$ cat src/rtl/spi_frame_rx_if.sv
// Sample-pair handoff between the SPI frame receiver (master) and the filter core (slave).
// The pair is offered with sample_valid and consumed when sample_ready is high at a clock edge.
interface spi_frame_rx_if #(
  parameter int WORD_W = 14
);
  logic [WORD_W-1:0] sample_a;
  logic [WORD_W-1:0] sample_b;
  logic              sample_valid;
  logic              sample_ready;

  modport master (
    output sample_a,
    output sample_b,
    output sample_valid,
    input  sample_ready
  );

  modport slave (
    input  sample_a,
    input  sample_b,
    input  sample_valid,
    output sample_ready
  );
endinterface

$ cat src/rtl/spi_frame_rx.sv
// Oversampling SPI slave receiver: deserialises MSB-first words, locks onto the
// header/A/B frame and hands each sample pair to the filter core over valid/ready.
module spi_frame_rx #(
  parameter int                WORD_W      = 14,
  parameter logic [WORD_W-1:0] HEADER      = WORD_W'(14'h0FFF),
  parameter int                SYNC_STAGES = 2
) (
  input  logic           clk,
  input  logic           rst,
  input  logic           sck,
  input  logic           mosi,
  input  logic           cs,
  spi_frame_rx_if.master smp,
  output logic           overrun,
  output logic [7:0]     err_cnt
);

  localparam int CNT_W = $clog2(WORD_W + 2);
  localparam logic [CNT_W-1:0] FULL_CNT = CNT_W'(WORD_W);

  typedef enum logic [1:0] {S_HUNT, S_WAIT_A, S_WAIT_B} state_t;

  logic [SYNC_STAGES-1:0] r_sck_sync;
  logic [SYNC_STAGES-1:0] r_mosi_sync;
  logic [SYNC_STAGES-1:0] r_cs_sync;
  logic                   r_sck_d;
  logic                   r_cs_d;

  logic [WORD_W-1:0]      r_shift;
  logic [CNT_W-1:0]       r_bit_cnt;
  logic                   r_word_done;
  logic                   r_word_good;
  logic [WORD_W-1:0]      r_word;

  state_t                 r_state;
  logic [WORD_W-1:0]      r_a_hold;
  logic [WORD_W-1:0]      r_sample_a;
  logic [WORD_W-1:0]      r_sample_b;
  logic                   r_sample_valid;
  logic                   r_overrun;
  logic [7:0]             r_err_cnt;

  logic w_sck_s, w_mosi_s, w_cs_s;
  logic w_sck_rise, w_cs_fall, w_cs_rise;
  logic w_pair_done, w_err_evt, w_accept;

  assign w_sck_s    = r_sck_sync[SYNC_STAGES-1];
  assign w_mosi_s   = r_mosi_sync[SYNC_STAGES-1];
  assign w_cs_s     = r_cs_sync[SYNC_STAGES-1];
  assign w_sck_rise = w_sck_s & ~r_sck_d;
  assign w_cs_fall  = ~w_cs_s & r_cs_d;
  assign w_cs_rise  = w_cs_s & ~r_cs_d;

  // Pin front end: synchronise, detect edges, shift bits and latch the word on cs rise.
  // NOTE: every register here is assigned with <= so all flops see pre-edge values
  // and the synchroniser chain shifts by exactly one stage per clock.
  always_ff @(posedge clk) begin
    if (rst) begin
      r_sck_sync  <= '0;
      r_mosi_sync <= '0;
      r_cs_sync   <= '1;
      r_sck_d     <= 1'b0;
      r_cs_d      <= 1'b1;
      r_shift     <= '0;
      r_bit_cnt   <= '0;
      r_word_done <= 1'b0;
      r_word_good <= 1'b0;
      r_word      <= '0;
    end else begin
      r_sck_sync  <= {r_sck_sync[SYNC_STAGES-2:0], sck};
      r_mosi_sync <= {r_mosi_sync[SYNC_STAGES-2:0], mosi};
      r_cs_sync   <= {r_cs_sync[SYNC_STAGES-2:0], cs};
      r_sck_d     <= w_sck_s;
      r_cs_d      <= w_cs_s;
      r_word_done <= 1'b0;

      if (w_cs_fall) begin
        r_bit_cnt <= '0;
      end else if (w_sck_rise && !w_cs_s) begin
        r_shift <= {r_shift[WORD_W-2:0], w_mosi_s};
        if (r_bit_cnt != '1) r_bit_cnt <= r_bit_cnt + CNT_W'(1);
      end

      if (w_cs_rise) begin
        r_word_done <= 1'b1;
        r_word_good <= (r_bit_cnt == FULL_CNT);
        r_word      <= r_shift;
      end
    end
  end

  assign w_pair_done = r_word_done && r_word_good && (r_state == S_WAIT_B);
  assign w_err_evt   = r_word_done &&
                       (!r_word_good || ((r_state == S_HUNT) && (r_word != HEADER)));
  assign w_accept    = r_sample_valid && smp.sample_ready;

  // Frame FSM plus the output pair register; a new pair may replace one accepted this cycle.
  always_ff @(posedge clk) begin
    if (rst) begin
      r_state        <= S_HUNT;
      r_a_hold       <= '0;
      r_sample_a     <= '0;
      r_sample_b     <= '0;
      r_sample_valid <= 1'b0;
      r_overrun      <= 1'b0;
      r_err_cnt      <= '0;
    end else begin
      if (r_word_done) begin
        case (r_state)
          S_HUNT: begin
            if (r_word_good && (r_word == HEADER)) r_state <= S_WAIT_A;
          end
          S_WAIT_A: begin
            if (r_word_good) begin
              r_a_hold <= r_word;
              r_state  <= S_WAIT_B;
            end else begin
              r_state  <= S_HUNT;
            end
          end
          default: r_state <= S_HUNT;
        endcase
      end

      if (w_err_evt && (r_err_cnt != 8'hFF)) r_err_cnt <= r_err_cnt + 8'd1;

      if (w_pair_done && (!r_sample_valid || w_accept)) begin
        r_sample_a     <= r_a_hold;
        r_sample_b     <= r_word;
        r_sample_valid <= 1'b1;
      end else begin
        if (w_pair_done) r_overrun      <= 1'b1;
        if (w_accept)    r_sample_valid <= 1'b0;
      end
    end
  end

  assign smp.sample_a     = r_sample_a;
  assign smp.sample_b     = r_sample_b;
  assign smp.sample_valid = r_sample_valid;
  assign overrun          = r_overrun;
  assign err_cnt          = r_err_cnt;

endmodule
$ cat src/flat_wrapper.sv
// flat-port wrapper written by rule: the top's interface ports become plain ports
module spi_frame_rx_flat 
#(
  parameter int                WORD_W      = 14,
  parameter logic [WORD_W-1:0] HEADER      = WORD_W'(14'h0FFF),
  parameter int                SYNC_STAGES = 2
)
  (clk, rst, sck, mosi, cs, overrun, err_cnt, smp_sample_a, smp_sample_b, smp_sample_valid, smp_sample_ready);
  spi_frame_rx_if #(.WORD_W(WORD_W)) smp_i ();
  input  logic clk;
  input  logic rst;
  input  logic sck;
  input  logic mosi;
  input  logic cs;
  output logic overrun;
  output logic [7:0] err_cnt;
  output wire logic [$bits(smp_i.sample_a)-1:0] smp_sample_a;
  output wire logic [$bits(smp_i.sample_b)-1:0] smp_sample_b;
  output wire logic [$bits(smp_i.sample_valid)-1:0] smp_sample_valid;
  input wire logic [$bits(smp_i.sample_ready)-1:0] smp_sample_ready;
  assign smp_sample_a = smp_i.sample_a;
  assign smp_sample_b = smp_i.sample_b;
  assign smp_sample_valid = smp_i.sample_valid;
  assign smp_i.sample_ready = smp_sample_ready;
  spi_frame_rx #(.WORD_W(WORD_W), .HEADER(HEADER), .SYNC_STAGES(SYNC_STAGES)) u_core (.clk(clk), .rst(rst), .sck(sck), .mosi(mosi), .cs(cs), .smp(smp_i), .overrun(overrun), .err_cnt(err_cnt));
endmodule
$ cat config.mk
export PLATFORM = sky130hd
export DESIGN_NAME = spi_frame_rx_flat
export DESIGN_NICKNAME = d
export VERILOG_FILES = /design/src/rtl/spi_frame_rx_if.sv /design/src/rtl/spi_frame_rx.sv /design/src/flat_wrapper.sv
export SDC_FILE = /design/constraint.sdc
export NUM_CORES = 1
export LEC_CHECK = 0
export CORE_ASPECT_RATIO = 0.5
export CORE_MARGIN = 2
export CORE_UTILIZATION = 58
export DETAILED_ROUTE_END_ITERATION = 6
export PLACE_DENSITY = 0.85
export SYNTH_ARGS = -nofsm -noshare
export SYNTH_HDL_FRONTEND = slang
export SYNTH_SLANG_ARGS = --single-unit
$ cat constraint.sdc
create_clock -name clk -period 3.5 [get_ports clk]
set_input_delay 0.525 -clock clk [delete_from_list [all_inputs] [get_ports clk]]
set_output_delay 0.525 -clock clk [all_outputs]
set_load 0.05 [all_outputs]
==> impl_metrics.yaml <==
worst_setup_path:
  critPathCaptureType: "primary output"
  reg2reg_depth: 5
  crit_path_start_kind: "flip-flop"
  cp_max_fo: 7
  slowest_delay_ns: 0.85
  path_cells: "clkdlybuf4s50_1"
  setup.worst_path.class: "flip-flop to primary output"
  cp.depth: 1
  crit_family: "buffers and inverters"
  crit_arrival_ns: 1.62
  required_ns: 2.97
  path_buf_inv: 1
  slowest_stage: "clkdlybuf4s50_1"
place:
  gp_congestion: 0.7650
  place_hpwl_mm: 4.348
  port_buffers: 43
sta:
  max_clock_freq_mhz: 467.2
  finalClockSkew_ns: 0.005228
  rsz0062_at_grt: "no"
  max-slew-margin-rel_pct: 27.80
  worst_pin_slew_ns: 1.083
  tns_ns: 0
  whs_ns: 0.4085
  slew_viol_final: 0
  setup_viol: 0
  hold_viol_final: 0
  fin_crit_sh_pct: 61.16
  fin_crit_ns: 2.140
floorplan:
  core_area_sq_um: 5981
  die_w_um: 114.5
  start_util_pct: 59.21
  rows: 20
  die-area_sq_um: 6784
  die_height_um: 59.25
  io_pins: 44
global_routing:
  gr-total-overflow: 0
  track_usage_pct: 21.62
  antenna_found_initial: 0
  grt_max_degree: 65
  grt_pass1_wl_mm: 11.44
  grt_pass1_vias: 2502
clock_network:
  cts.path.max_buffers: 2
  ctsHoldBuffers: 0
  cts_buffers: 9
  clkSinkCount: 96
  post-cts-setup-buffers: 0
  path_clk_slew_ns: 0.06
  cts_tree: "done"
  clock-root-buffer: "clkbuf_16"
  cts_resized: 0
  clk_latency_ns: 0.33
  htreeDepth: 3
detailed_routing:
  wire_per_inst_um: 12.91
  routed_wirelength_mm: 6.961
  firstDrtPassIters: 5
  drc_errors: 0
  postRouteAntennaNets: 0
  dr_total_vias: 2873
  drt_iter0_drc: 243
  viasPerCell: 5.330
synth:
  synth_edf_count: 0
  yosysWarnings: 0
  yosysSeqAreaShare_pct: 54.28
  synth.avg_cell_area_sq_um: 8.351
  syn_nets: 433
  ys_ff_latch: 96
  async_flop_share_pct: 0
  ys_types: 38
  ys.flop_type: "dfxtp_1"
  syn_area_sq_um: 3541
  synthCells: 424
final_layout:
  nets: 466
  n_fill_cell: 440
  final_cell_mix: "nand2_1 (145), dfxtp_1 (96), a21oi_1 (78), clkdlybuf4s50_1 (42), nor2_1 (17)"
  final_common_cell: "nand2_1"
  syn2layout_area_growth_pct: 20.92
  drive_gt1_share_pct: 6.710
  diodes: 0
flow_run:
  drv_cap: 0
hold_path:
  whs_path_depth: 1
  min_path_type: "flip-flop to flip-flop"
run_status:
  outcome: "completed"
power:
  power_density_nw_per_um2: 486.6
  p_leak_nw: 1.457
  ir_drop_v: 0.0003008
## metal layers
metal | vias up | routed length, um | global-route usage, %
met4 | 0 | 78 | 8.188
met3 | 6 | 310 | 5.521
met2 | 65 | 3166 | 33.39
li1 | 1472 | - | -
met5 | - | 0 | 0
met1 | 1330 | 3406 | 29.67
## power breakdown
group / internal, mW / leakage [nW] / switching [mW] / total [mW]
clock network: 0.553 / 0.141 / 0.396 / 0.949
logic: 0.0110 / 0.541 / 0.0242 / 0.0351
registers: 1.10 / 0.774 / 0.00235 / 1.10
## worst paths after layout
path / from / endpoint / slack [ns]
min: u_core.r_cs_sync[0] / u_core.r_cs_sync[1] / 0.41
max reg2reg: u_core.r_word_good / u_core.smp.sample_b[10] / 1.49
min reg2reg: u_core.r_cs_sync[0] / u_core.r_cs_sync[1] / 0.41
max: u_core.err_cnt[2] / err_cnt[2] / 1.36
## through the flow
| step | instance area [sq um] | utilization, % | instances | total power, mW | worst slack [ns] |
|---|---|---|---|---|---|
| 2_1_floorplan | 3541 | - | 424 | 1.148 | 1.544 |
| 5_1_grt | 4282 | 71.59 | 539 | 2.155 | 1.252 |
| 3_5_place_dp | 3984 | 66.61 | 523 | 1.158 | 1.344 |
| 6_report | 4282 | 71.59 | 539 | 2.083 | 1.360 |
| 3_3_place_gp | 3984 | 66.61 | 523 | 1.158 | 1.370 |
| 4_1_cts | 4282 | 71.59 | 539 | 2.094 | 1.356 |
## cell type report
cell class                 instances  area, sq um  area share [%]
sequential                        96         1922           44.89
multi-input combinational        302         1514           35.36
timing repair buffer              45        440.4           10.29
clock buffer                       9        225.2           5.260
tap                               77        96.34           2.250
clock inverter                     7        72.57           1.695
inverter                           3        11.26          0.2630
## cells by family (layout without fill, tap and decap cells)
group,after synthesis,after routing,share of synthesized area [%]
flip-flops,96,96,54.28
AND/OR/NAND/NOR,203,203,25.62
AO/OA/AOI/OAI,88,88,13.92
multiplexers,3,3,0.9187
XOR/XNOR,5,5,1.237
adder cells (fa/ha/maj),3,3,1.060
buffers and inverters,26,64,2.968
## Yosys cell counts (3+ instances only)
library cell    n  area share (%)
xnor2_1         3            0.74
dfxtp_1        96              54
nor2b_1         8             1.4
clkbuf_1       17             1.8
nand4_1         7             1.2
buf_2           6            0.85
nor2_1         17             1.8
inv_1           3            0.32
ha_1            3             1.1
a21oi_1        78              11
or2_2           3            0.53
nand3_1         3            0.42
nand2_1       145              15
nand2b_1        6             1.1
## flip-flops by register name, summed over array words and instances, names as in the netlist, 4 cells and up
name and cells:
u_core.smp.sample_b 14, u_core.err_cnt 8, u_core.r_shift 14, u_core.r_bit_cnt 4, u_core.r_a_hold 14, u_core.r_word 14
u_core.smp.sample_a 14
Note: power is estimated with default switching activity, not from simulation.
